===== src/rtl/run_seq_pkg.sv =====
// Shared types and helpers for the run_sequencer batch controller.
// Latency: n/a (types and constant helpers only).
// Backpressure: n/a.
package run_seq_pkg;

  // Controller states
  typedef enum logic [2:0] {
    ST_IDLE   = 3'd0,
    ST_LAUNCH = 3'd1,
    ST_WAIT   = 3'd2,
    ST_RECORD = 3'd3,
    ST_FINISH = 3'd4
  } state_t;

  // All-ones value of a w-bit counter, i.e. the timeout threshold in cycles.
  function automatic logic [31:0] cnt_max(input int unsigned w);
    return (w >= 32) ? 32'hFFFF_FFFF : ((32'd1 << w) - 32'd1);
  endfunction

endpackage


===== src/rtl/run_seq_counter.sv =====
// Saturating run-cycle counter: load-to-1, count-enable, saturation flag.
// Latency: count visible one cycle after load/enable.
// Backpressure: none; saturates at all-ones instead of wrapping.
// Ports: clock_i/reset_i clock and async reset; load1_i forces count to 1;
//        en_i increments; cnt_o current count; sat_o count is all-ones.
module run_seq_counter
  import run_seq_pkg::*;
#(
  parameter int CNT_W = 15
) (
  input  logic             clock_i,
  input  logic             reset_i,
  input  logic             load1_i,
  input  logic             en_i,
  output logic [CNT_W-1:0] cnt_o,
  output logic             sat_o
);

  localparam logic [CNT_W-1:0] CNT_MAX = CNT_W'(cnt_max(CNT_W));

  logic [CNT_W-1:0] cnt_q, cnt_d;

  always_comb begin
    cnt_d = cnt_q;
    if (load1_i) begin
      cnt_d = CNT_W'(1);
    end else if (en_i && (cnt_q != CNT_MAX)) begin
      cnt_d = cnt_q + CNT_W'(1);
    end
  end

  always_ff @(posedge clock_i or posedge reset_i) begin
    if (reset_i) cnt_q <= '0;
    else         cnt_q <= cnt_d;
  end

  assign cnt_o = cnt_q;
  assign sat_o = (cnt_q == CNT_MAX);

endmodule


===== src/rtl/run_sequencer.sv =====
// Batch run controller: launches table entry addresses on the CPU back-to-back and reports per-run cycle counts.
// Latency: go -> cpu_start 1 cycle; done -> run_valid 1 cycle; run_valid -> next cpu_start 1 cycle.
// Backpressure: none; report/batch outputs are single-cycle pulses, stuck runs are cut off by a saturating timeout.
// Ports: clock_i/reset_i; load_* table write port (IDLE only); go_i/run_count_i batch start;
//        cpu_done_i/cpu_start_o/cpu_start_addr_o CPU handshake; busy_o, run_*_o, timeout_o, batch_done_o status.
module run_sequencer
  import run_seq_pkg::*;
#(
  parameter int ADDR_W   = 8,
  parameter int NUM_RUNS = 4,
  parameter int CNT_W    = 15,
  parameter int IDX_W    = $clog2(NUM_RUNS + 1)
) (
  input  logic              clock_i,
  input  logic              reset_i,
  input  logic              load_en_i,
  input  logic [IDX_W-1:0]  load_idx_i,
  input  logic [ADDR_W-1:0] load_addr_i,
  input  logic              go_i,
  input  logic [IDX_W-1:0]  run_count_i,
  input  logic              cpu_done_i,
  output logic              cpu_start_o,
  output logic [ADDR_W-1:0] cpu_start_addr_o,
  output logic              busy_o,
  output logic              run_valid_o,
  output logic [IDX_W-1:0]  run_idx_o,
  output logic [CNT_W-1:0]  run_cycles_o,
  output logic              timeout_o,
  output logic              batch_done_o
);

  // Table is rounded up to a power of two so it can be indexed by a plain slice;
  // writes are gated to idx < NUM_RUNS, so any extra entries stay at zero.
  localparam int               TBL_AW   = (NUM_RUNS > 1) ? $clog2(NUM_RUNS) : 1;
  localparam int               TBL_D    = 1 << TBL_AW;
  localparam logic [IDX_W-1:0] RUNS_MAX = IDX_W'(NUM_RUNS);

  state_t            state_q, state_d;
  logic [IDX_W-1:0]  idx_q, idx_d, n_q, n_d, n_clamp, idx_inc;
  logic [ADDR_W-1:0] addr_q, addr_d;
  logic [CNT_W-1:0]  cycles_q, cycles_d, cnt;
  logic              timeout_q, timeout_d;
  logic              cnt_load, cnt_en, cnt_sat;
  logic [ADDR_W-1:0] table_q [TBL_D];

  assign n_clamp = (run_count_i > RUNS_MAX) ? RUNS_MAX : run_count_i;
  assign idx_inc = idx_q + IDX_W'(1);

  run_seq_counter #(.CNT_W(CNT_W)) u_cnt (
    .clock_i (clock_i),
    .reset_i (reset_i),
    .load1_i (cnt_load),
    .en_i    (cnt_en),
    .cnt_o   (cnt),
    .sat_o   (cnt_sat)
  );

  always_comb begin
    state_d   = state_q;
    idx_d     = idx_q;
    n_d       = n_q;
    addr_d    = addr_q;
    cycles_d  = cycles_q;
    timeout_d = timeout_q;
    cnt_load  = 1'b0;
    cnt_en    = 1'b0;
    unique case (state_q)
      ST_IDLE: begin
        if (go_i) begin
          timeout_d = 1'b0;
          n_d       = n_clamp;
          idx_d     = '0;
          if (n_clamp != '0) begin
            addr_d  = table_q[0];
            state_d = ST_LAUNCH;
          end else begin
            state_d = ST_FINISH;
          end
        end
      end
      ST_LAUNCH: begin
        cnt_load = 1'b1;
        state_d  = ST_WAIT;
      end
      ST_WAIT: begin
        cnt_en = 1'b1;
        // Done while the count is still 1 is the previous run's level, not ours.
        // Done is checked first so it beats a simultaneous saturation.
        if (cpu_done_i && (cnt > CNT_W'(1))) begin
          cycles_d = cnt;
          state_d  = ST_RECORD;
        end else if (cnt_sat) begin
          cycles_d  = cnt;
          timeout_d = 1'b1;
          state_d   = ST_RECORD;
        end
      end
      ST_RECORD: begin
        if (timeout_q || (idx_inc == n_q)) begin
          state_d = ST_FINISH;
        end else begin
          idx_d   = idx_inc;
          addr_d  = table_q[idx_inc[TBL_AW-1:0]];
          state_d = ST_LAUNCH;
        end
      end
      ST_FINISH: state_d = ST_IDLE;
      default:   state_d = ST_IDLE;
    endcase
  end

  always_ff @(posedge clock_i or posedge reset_i) begin
    if (reset_i) begin
      state_q   <= ST_IDLE;
      idx_q     <= '0;
      n_q       <= '0;
      addr_q    <= '0;
      cycles_q  <= '0;
      timeout_q <= 1'b0;
    end else begin
      state_q   <= state_d;
      idx_q     <= idx_d;
      n_q       <= n_d;
      addr_q    <= addr_d;
      cycles_q  <= cycles_d;
      timeout_q <= timeout_d;
    end
  end

  always_ff @(posedge clock_i or posedge reset_i) begin
    if (reset_i) begin
      for (int i = 0; i < TBL_D; i++) table_q[i] <= '0;
    end else if ((state_q == ST_IDLE) && load_en_i && (load_idx_i < RUNS_MAX)) begin
      table_q[load_idx_i[TBL_AW-1:0]] <= load_addr_i;
    end
  end

  assign cpu_start_o      = (state_q == ST_LAUNCH);
  assign cpu_start_addr_o = addr_q;
  assign busy_o           = (state_q != ST_IDLE);
  assign run_valid_o      = (state_q == ST_RECORD);
  assign run_idx_o        = idx_q;
  assign run_cycles_o     = cycles_q;
  assign timeout_o        = timeout_q;
  assign batch_done_o     = (state_q == ST_FINISH);

endmodule


===== config.mk =====
export PLATFORM = sky130hd
export DESIGN_NAME = run_sequencer
export DESIGN_NICKNAME = d
export VERILOG_FILES = /design/src/rtl/run_seq_pkg.sv /design/src/rtl/run_seq_counter.sv /design/src/rtl/run_sequencer.sv
export SDC_FILE = /design/constraint.sdc
export NUM_CORES = 1
export LEC_CHECK = 0
export ABC_AREA = 0
export CELL_PAD_IN_SITES_DETAIL_PLACEMENT = 1
export CELL_PAD_IN_SITES_GLOBAL_PLACEMENT = 2
export CORE_UTILIZATION = 41
export CTS_BUF_LIST = sky130_fd_sc_hd__clkbuf_8
export CTS_CLUSTER_DIAMETER = 200
export DETAILED_ROUTE_END_ITERATION = 16
export GPL_ROUTABILITY_DRIVEN = 1
export PLACE_DENSITY_LB_ADDON = 0.1
export SETUP_SLACK_MARGIN = 0.02
export SYNTH_ARGS = -nofsm -noshare
export SYNTH_HDL_FRONTEND = slang
export SYNTH_SLANG_ARGS = --single-unit

===== constraint.sdc =====
create_clock -name clock_i -period 5.3 [get_ports clock_i]
set_input_delay 1.325 -clock clock_i [delete_from_list [all_inputs] [get_ports clock_i]]
set_output_delay 1.325 -clock clock_i [all_outputs]
set_load 0.03 [all_outputs]

==> results.md, run 1 <==
- Sw power: 0.9100 mW
- Critical path class: register to output port
- Final ANT Viol Nets: 0
- Int Power: 1.476 mW
- Worst slew pin tran: 0.7799 ns
- Starting Density: 0.4265
- Worst Path Arrival: 2.24 ns
- Switching share of power: 0.3814
- Run status: complete, no violations
- Yosys reg bits: 80
- # IOs: 50
- Clk root buf: clkbuf_8
- Placed Cells: 468
- Die height: 97.48 um
- Core area: 8763 sq um
- Peak VDD IR: 0.1962 mV
- Tmin final: 3.564 ns
- Clock latency on the worst-skew pair: 0.35 ns
- Synthesis Warnings: 0
- Slew margin rel.: 0.4794
- Worst reg2reg startpoint: run_idx_o[0]
- CTS Buf Count: 9
- Yosys top cell area share: 0.5357
- WL final: 8738 um
- Syn Area/Cell: 11.68 sq um
- Final Hold Fails: 0
- Max Clock Skew: 0.01342 ns
- DRT Pass-1 Iters: 4
- Ys async rst share: 1.000
- Clk sinks: 80
- Die X-Extent: 97.48 um
- Distinct cell type count after synthesis: 50
- Sequential share of power: 0.406
- Hpwl dp: 6066 um
- Hold Path Class: register to register
- Area leader, netlist: dfrtp_1
- Count of non-filler cells in the finished layout: 484
- 1st-iter DRT viols: 69
- First-pass GRT wire length: 14620 um
- Pleak: 1.964 nW
- Vias in the first global route: 2778
- GRT overflow: 0
- Sequential-to-total area share from yosys stat: 0.5357
- Slowest stage delay, CP: 0.76 ns
- Setup bufs post-CTS: 0
- PD cells: 527.0 nW/um^2
- NumNets Final: 393
- Final count of pins violating max slew: 0
- Critical-path top delay cell: clkdlybuf4s50_1
- Top_reg_cell synth: dfrtp_1
- Vias per cell: 5.426
- Synth cell count leaders: dfrtp_1, mux2_2, nand2_1
- Clock share of power: 0.189
- Mapped Cells: 320
- Worst path required time: 3.97 ns
- Syn Nets: 342
- Fmax: 280.6 MHz
- GRT Util Overall: 0.1953
- Crit. End Element: output port
- Crit path from: state_q[2]
- Post-Syn Area: 3737 sq um
- CTS tree: built
- Number of synthesized flops with an enable pin: 0
- CTS Hold Bufs: 0
- Maximum number of pins on one net before global-route repair: 45
- Htree depth: 3
- Hold_sp: run_cycles_o[1]
- Max-cap violation count: 0
- Final Cycle Share: 0.6724
- RSZ-0062 raised after global routing: false
- Critical Path, Cell by Cell: nor2_1 -> nand2_1 -> inv_1 -> clkdlybuf4s50_1
- Max clock buf depth: 2
- Top-count cell post-synth: dfrtp_1
- # diodes: 0
- GP Congestion: 0.8087
- Initial antenna violation count: 0
- Area delta synth->final: 21.12%
- Via Count: 2626
- Clock Pin Slew Worst Setup and Hold Paths: 0.08 ns
- Comb pwr share: 0.406
- Crit Path Max Fanout: 13
- Critical path startpoint category: register
- Resized cells post-CTS: 0
- Site Rows: 34
- Post-route DRC: 0
- Final setup fails: 0
- Synth area leaders: dfrtp_1, mux2_2, mux2_1, mux2i_1, nand2_1
- Post-route setup TNS: 0 ns
- Routed wire per std cell: 18.05 um
- Die area: 9501 sq um
- PortBufs: 49
- Ratio of cells with drive above 1 in the final layout: 0.1755
==> logic make-up (layout without fill, tap and decap cells) <==
family | after synthesis | count (layout) | share of synthesized area
adders and majority gates | 3 | 3 | 0.01004
buffers and inverters | 19 | 75 | 0.02042
DFF | 80 | 80 | 0.5357
AOI/OAI and AO/OA | 49 | 49 | 0.08470
xor gates and xnor gates | 11 | 11 | 0.02946
and+or+nand+nor | 98 | 98 | 0.1429
muxes | 60 | 60 | 0.1768
==> layout make-up <==
cell class	count	area [sq um]
well taps	108	135.1
multi-input cells	221	1659
clock buffers	10	137.6
fillers	954	4237
flip-flops and latches	80	2002
inverters	9	35.03
clock inverters	6	60.06
repair buffers	50	498.0
==> stage by stage <==
step	setup WS, ns	hold WS, ns	area [sq um]	utilization	power, mW
3_5_place_dp	2.104	0.4787	4329	0.4940	1.961
4_1_cts	1.729	0.4984	4527	0.5166	2.417
2_1_floorplan	1.923	0.4640	3737	-	1.638
5_1_grt	1.618	0.5156	4527	0.5166	2.545
6_report	1.736	0.4945	4527	0.5166	2.386
3_3_place_gp	2.141	0.4667	4329	0.4940	1.928
==> final timing paths <==
kind,endpoint,slack (ns),depth (start not counted)
worst max register to register,cpu_start_addr_o[1],2.64,6
worst max-delay path,cpu_start_o,1.74,4
min in group asynchronous,run_cycles_o[12],1.42,2
worst min register to register,run_cycles_o[1],0.49,1
worst min-delay path,run_cycles_o[1],0.49,1
max in group asynchronous,u_cnt.cnt_o[10],2.91,3
==> registers in the layout, summed over array words and instances, names as in the netlist <==
| register | count |
|---|---|
| run_cycles_o | 15 |
| table_q | 32 |
| n_q | 3 |
| run_idx_o | 3 |
| u_cnt.cnt_o | 15 |
| cpu_start_addr_o | 8 |
| timeout_o | 1 |
| state_q | 3 |
==> worst max-delay path, delay by kind of cell (launching register included) <==
kind | cells | cell delay [ns]
DFF | 1 | 0.47
and+or+nand+nor | 2 | 0.26
buffers and inverters | 2 | 1.16
==> power groups by stage <==
stage | sequential (mW) | clock, mW | combinational (mW)
global route | 1.00 | 0.487 | 1.06
floorplan | 1.02 | 0 | 0.618
finish | 0.968 | 0.450 | 0.968
global placement | 0.970 | 0 | 0.958
CTS | 0.971 | 0.463 | 0.983
detailed placement | 0.983 | 0 | 0.978
==> layer usage <==
layer	track usage	routed length, um
met5	0	0
met4	0.04751	36
met3	0.03813	223
met2	0.2916	4062
met1	0.2920	4414
==> cells in the final DEF (no fill, tap or decap), types with 2 or more instances in the layout <==
master	n
o211ai_1	2
or3_1	2
clkinv_2	3
a31oi_1	2
ha_1	3
nor2_1	26
clkbuf_8	10
xnor2_1	8
clkdlybuf4s50_1	49
nor3b_2	2
nand2b_1	2
and2_1	2
nor3_1	5
inv_1	8
nand3b_1	4
a21oi_1	11
a211oi_1	5
o21ai_1	8
mux2i_1	12
mux2_1	14
and3_1	2
nand3_1	6
nor4_1	2
mux2_2	34
a2111oi_2	2
nand4_1	4
nor3b_1	3
nand2_1	28
xor2_1	2
dfrtp_1	80
o22ai_1	8
nor4_2	2
o21ai_0	5
No activity file was read; power rests on OpenSTA's default activity.
==> inputs of run 2 (changes only) <==
- CORE_UTILIZATION: 41 -> 38
- clock period: 5.3 -> 3.5 ns (I/O delays scaled with it)
==> results.md, run 2 (synthesized netlist as in run 1, its figures left out) <==
- Commonest non-fill, non-tap cell in the layout: dfrtp_1
- Critical path startpoint category: register
- Clock share of power: 0.193 (+0.004)
- # diodes: 0 (unchanged)
- GP Congestion: 0.8261 (+2.2%)
- Clk root buf: clkbuf_8
- Vias per cell: 5.215 (-3.9%)
- Clk sinks: 80 (unchanged)
- Biggest register: table_q
- Largest delay contributor family on the critical path: buffers and inverters
- Switching share of power: 0.3796 (-0.001829)
- Final count of pins violating max slew: 0 (unchanged)
- Htree depth: 3 (unchanged)
- Clock Pin Slew Worst Setup and Hold Paths: 0.09 ns (about the same)
- Peak VDD IR: 0.3067 mV (+56%)
- CTS Buf Count: 9 (unchanged)
- Via Count: 2649 (+0.88%)
- Worst path required time: 2.62 ns (-1.35 ns)
- Int Power: 2.274 mW (+54%)
- Worst Path Arrival: 2.09 ns (-0.15 ns)
- Final setup fails: 0 (unchanged)
- Worst slew pin tran: 0.8545 ns (+0.07458 ns)
- Final Cycle Share: 0.8472
- GRT Util Overall: 0.1955 (about the same)
- DRT Pass-1 Iters: 4 (unchanged)
- CTS Hold Bufs: 0 (unchanged)
- Critical Path, Cell by Cell: nor2_1 -> nand2_1 -> inv_1 -> buf_4 -> clkdlybuf4s50_1
- Min Hold Slack: 0.4865 ns (-0.008007 ns)
- Slew margin rel.: 0.4303 (-0.04911)
- Run status: complete, no violations
- Resized cells post-CTS: 0 (unchanged)
- Final ANT Viol Nets: 0 (unchanged)
- Slowest stage delay, CP: 0.70 ns (-0.06 ns)
- WL final: 8902 um (+1.9%)
- Hold Path Class: register to register
- Site Rows: 35 (+2.9%)
- 1st-iter DRT viols: 75 (+8.7%)
- Setup bufs post-CTS: 0 (unchanged)
- Final Hold Fails: 0 (unchanged)
- Largest register FFs: 32 (unchanged)
- PortBufs: 49 (unchanged)
- Clock latency on the worst-skew pair: 0.34 ns (about the same)
- WP buf/inv: 3 (+1)
- Sequential share of power: 0.401 (-0.005)
- NumNets Final: 396 (+0.76%)
- Starting Density: 0.3988 (-0.02767)
- Core area: 9371 sq um (+6.9%)
- Vias in the first global route: 2805 (+0.97%)
- GRT overflow: 0 (unchanged)
- Die area: 10240 sq um (+7.7%)
- Post-route DRC: 0 (unchanged)
- Crit. End Element: output port
- Initial antenna violation count: 0 (unchanged)
- Sw power: 1.391 mW (+53%)
- Max-cap violation count: 0 (unchanged)
- Maximum number of pins on one net before global-route repair: 39 (-13%)
- Post-route setup TNS: 0 ns (unchanged)
- Critical path class: register to output port
- Max Clock Skew: 0.01578 ns (+0.002365 ns)
- Most frequent cells in the layout: dfrtp_1, clkdlybuf4s50_1, mux2_2, nand2_1, nor2_1
- Hpwl dp: 6147 um (+1.3%)
- RSZ-0062 raised after global routing: false
- CTS tree: built
- Pleak: 1.987 nW (+1.2%)
- First-pass GRT wire length: 15100 um (+3.3%)
- Crit Path Max Fanout: 13 (unchanged)
- Ratio of cells with drive above 1 in the final layout: 0.1821 (+0.006526)
- PD cells: 797.3 nW/um^2 (+51%)
- Max clock buf depth: 2 (unchanged)
- Die height: 101.2 um (+3.8%)
- Die X-Extent: 101.2 um (+3.8%)
- # IOs: 50 (unchanged)
- Area delta synth->final: 23.00%
- Comb pwr share: 0.406 (about the same)
- Fmax: 337.3 MHz
- Critical-path top delay cell: clkdlybuf4s50_1
- Tmin final: 2.965 ns
- Routed wire per std cell: 17.52 um (-2.9%)
## run 2: changes by cell type in the layout (fill, tap and decap cells not counted)
cell      before  now
clkinv_2       3    2
clkinv_4       1    0
clkbuf_8      10   11
inv_6          0    1
buf_12         0    1
buf_4          1    3
## run 2: final timing paths
check | from | end | slack, ns | cells after the start
max | state_q[2] | cpu_start_o | 0.53 | 5
min | run_cycles_o[2] | run_cycles_o[2] | 0.49 | 1
max reg2reg | run_idx_o[0] | cpu_start_addr_o[5] | 0.80 | 5
min reg2reg | run_cycles_o[2] | run_cycles_o[2] | 0.49 | 1
max in group asynchronous | reset_i | table_q[14] | 2.06 | 3
min in group asynchronous | reset_i | table_q[5] | 0.77 | 2
## run 2: cell type report
cell class                 count  area [sq um]
timing repair buffer          53         533.0
clock buffer                  11         151.4
inverter                       9         35.03
sequential                    80          2002
fill                        1016          4775
clock inverter                 5         55.05
multi-input combinational    221          1659
tap                          129         161.4
## run 2: power by group through the flow
stage / logic (mW) / clock network (mW) / registers, mW
finish: 1.49 / 0.707 / 1.47
global placement: 1.46 / 0 / 1.47
floorplan: 0.936 / 0 / 1.55
CTS: 1.50 / 0.730 / 1.47
global route: 1.64 / 0.767 / 1.52
detailed placement: 1.50 / 0 / 1.49
## run 2: stage by stage
stage / area (sq um) / utilization / worst slack [ns] / power (mW) / instances
finish: 4597 / 0.4905 / 0.5348 / 3.665 / 508
global route: 4597 / 0.4905 / 0.3932 / 3.928 / 508
CTS: 4597 / 0.4905 / 0.5221 / 3.701 / 508
detailed placement: 4390 / 0.4685 / 0.7967 / 2.985 / 492
global placement: 4390 / 0.4685 / 0.8409 / 2.933 / 492
floorplan: 3737 / - / 0.5733 / 2.481 / 320
## run 2: layer usage
metal,track usage,share of wire,wire length (um)
met5,0,0,0
met3,0.03175,0.034,301
met2,0.2904,0.45,3971
met1,0.2888,0.51,4542
met4,0.07023,0.0098,87
==> inputs of run 3 (changes only) <==
- clock period: 3.5 -> 2.9 ns (I/O delays scaled with it)
==> results.md, run 3 (synthesized netlist as in run 1, its figures left out) <==
- Run status: complete, no violations
- Worst Path Arrival: 1.94 ns (-0.15 ns)
- Clk sinks: 80 (unchanged)
- Hpwl dp: 6233 um (+1.4%)
- GRT overflow: 0 (unchanged)
- Site Rows: 35 (unchanged)
- PnR worst setup slack: 0.2315 ns (-0.3033 ns)
- RSZ-0062 raised after global routing: false
- Routed wire per std cell: 17.31 um (-1.2%)
- Worst slew pin tran: 0.7680 ns (-0.08647 ns)
- Critical Path, Cell by Cell: nor2_1 -> nand2_1 -> inv_1 -> clkdlybuf4s50_1
- Ratio of cells with drive above 1 in the final layout: 0.1864 (+0.004294)
- Setup bufs post-CTS: 0 (unchanged)
- PD cells: 954.8 nW/um^2 (+20%)
- First-pass GRT wire length: 14830 um (-1.8%)
- Tmin final: 2.668 ns
- Max Clock Skew: 0.006747 ns (-0.009034 ns)
- Critical path startpoint category: register
- Commonest non-fill, non-tap cell in the layout: dfrtp_1
- Vias in the first global route: 2701 (-3.7%)
- Crit. End Element: output port
- Register Area: 2002 sq um (unchanged)
- GRT Util Overall: 0.1900 (-0.005421)
- NumNets Final: 398 (+0.51%)
- Starting Density: 0.3988 (unchanged)
- Peak VDD IR: 0.3508 mV (+14%)
- Maximum number of pins on one net before global-route repair: 38 (-2.6%)
- Clk root buf: clkbuf_8
- Max clock buf depth: 2 (unchanged)
- Worst path required time: 2.17 ns (-0.45 ns)
- Hold Path Class: register to register
- Post-route setup TNS: 0 ns (unchanged)
- Final Cycle Share: 0.9202
- Die X-Extent: 101.2 um (unchanged)
- Pre-CTS WS: 0.4661 ns (-0.3306 ns)
- # IOs: 50 (unchanged)
- Core area: 9371 sq um (unchanged)
- CTS tree: built
- Slew margin rel.: 0.4880 (+0.05765)
- Pleak: 1.986 nW (about the same)
- Biggest register: table_q
- # diodes: 0 (unchanged)
- Critical-path top delay cell: clkdlybuf4s50_1
- Min Hold Slack: 0.4852 ns (-0.001299 ns)
- Final core area utilization: 0.4901 (about the same)
- Total power: 4.385 mW (+20%)
- Resized cells post-CTS: 0 (unchanged)
- Htree depth: 3 (unchanged)
- Area post-placement: 4405 sq um (+0.34%)
- Final count of pins violating max slew: 0 (unchanged)
- Clock Pin Slew Worst Setup and Hold Paths: 0.08 ns (about the same)
- Area delta synth->final: 22.90% (about the same)
- Post-route cell area: 4593 sq um (about the same)
- Post-route DRC: 0 (unchanged)
- Slowest stage delay, CP: 0.69 ns (about the same)
- Final Hold Fails: 0 (unchanged)
- Initial antenna violation count: 0 (unchanged)
- Fill count: 1051 (+3.4%)
- Max-cap violation count: 0 (unchanged)
- Fmax: 374.7 MHz
- PortBufs: 49 (unchanged)
- Area of the multi-input gates: 1659 sq um (unchanged)
- CTS Buf Count: 9 (unchanged)
- Clock latency on the worst-skew pair: 0.35 ns (about the same)
- WL final: 8829 um (-0.82%)
- Final setup fails: 0 (unchanged)
- Vias per cell: 5.188 (-0.50%)
- Via Count: 2646 (-0.11%)
- DRT Pass-1 Iters: 4 (unchanged)
- Placed Cells: 494 (+0.41%)
- Most frequent cells in the layout: dfrtp_1, clkdlybuf4s50_1, mux2_2, nand2_1, nor2_1
- Count of non-filler cells in the finished layout: 510 (+0.39%)
- WP buf/inv: 2 (-1)
- 1st-iter DRT viols: 83 (+11%)
- Largest register FFs: 32 (unchanged)
- Critical path class: register to output port
- Die area: 10240 sq um (unchanged)
- CTS Hold Bufs: 0 (unchanged)
- Largest delay contributor family on the critical path: buffers and inverters
- Crit Path Max Fanout: 8 (-5)
- GP Congestion: 0.8346 (+1.0%)
- Final ANT Viol Nets: 0 (unchanged)
- Die height: 101.2 um (unchanged)
[run 3: cell types whose count changed in the layout (fill, tap and decap cells not counted), sizes merged]
cell      previous run  this run
clkinv               2         4
clkinvlp             1         2
clkbuf              11         9
buf                  4         6
inv                 10         9
[run 3: final timing paths]
check | cells after the start | from | end | slack [ns]
setup reg to reg | 6 | u_cnt.cnt_o[0] | run_cycles_o[13] | 0.48
setup / recovery | 4 | state_q[2] | cpu_start_o | 0.23
min in group asynchronous | 2 | reset_i | table_q[22] | 0.68
hold reg to reg | 1 | run_cycles_o[0] | run_cycles_o[0] | 0.49
max in group asynchronous | 3 | reset_i | table_q[11] | 1.56
hold / removal | 1 | run_cycles_o[0] | run_cycles_o[0] | 0.49
[run 3: per-layer routing]
metal  share of wire  vias to the layer above  GRT usage
met4          0.0082                        0    0.04682
li1                -                     1260          -
met3           0.026                        6    0.03796
met2            0.42                       36     0.2664
met5               0                        -          0
met1            0.55                     1344     0.2981
[run 3: where the power goes]
part	total [mW]	internal [mW]	leakage (nW)	switching, mW
registers	1.73	1.48	1.04	0.249
logic	1.85	0.835	0.849	1.01
clock network	0.804	0.390	0.0962	0.414
[run 3: area by class of cell]
class                   count  share of cell area
flip-flops and latches     80              0.4358
multi-input cells         221              0.3612
repair buffers             55              0.1193
well taps                 129             0.03514
clock buffers               9             0.02697
clock inverters             7             0.01389
inverters                   9            0.007627
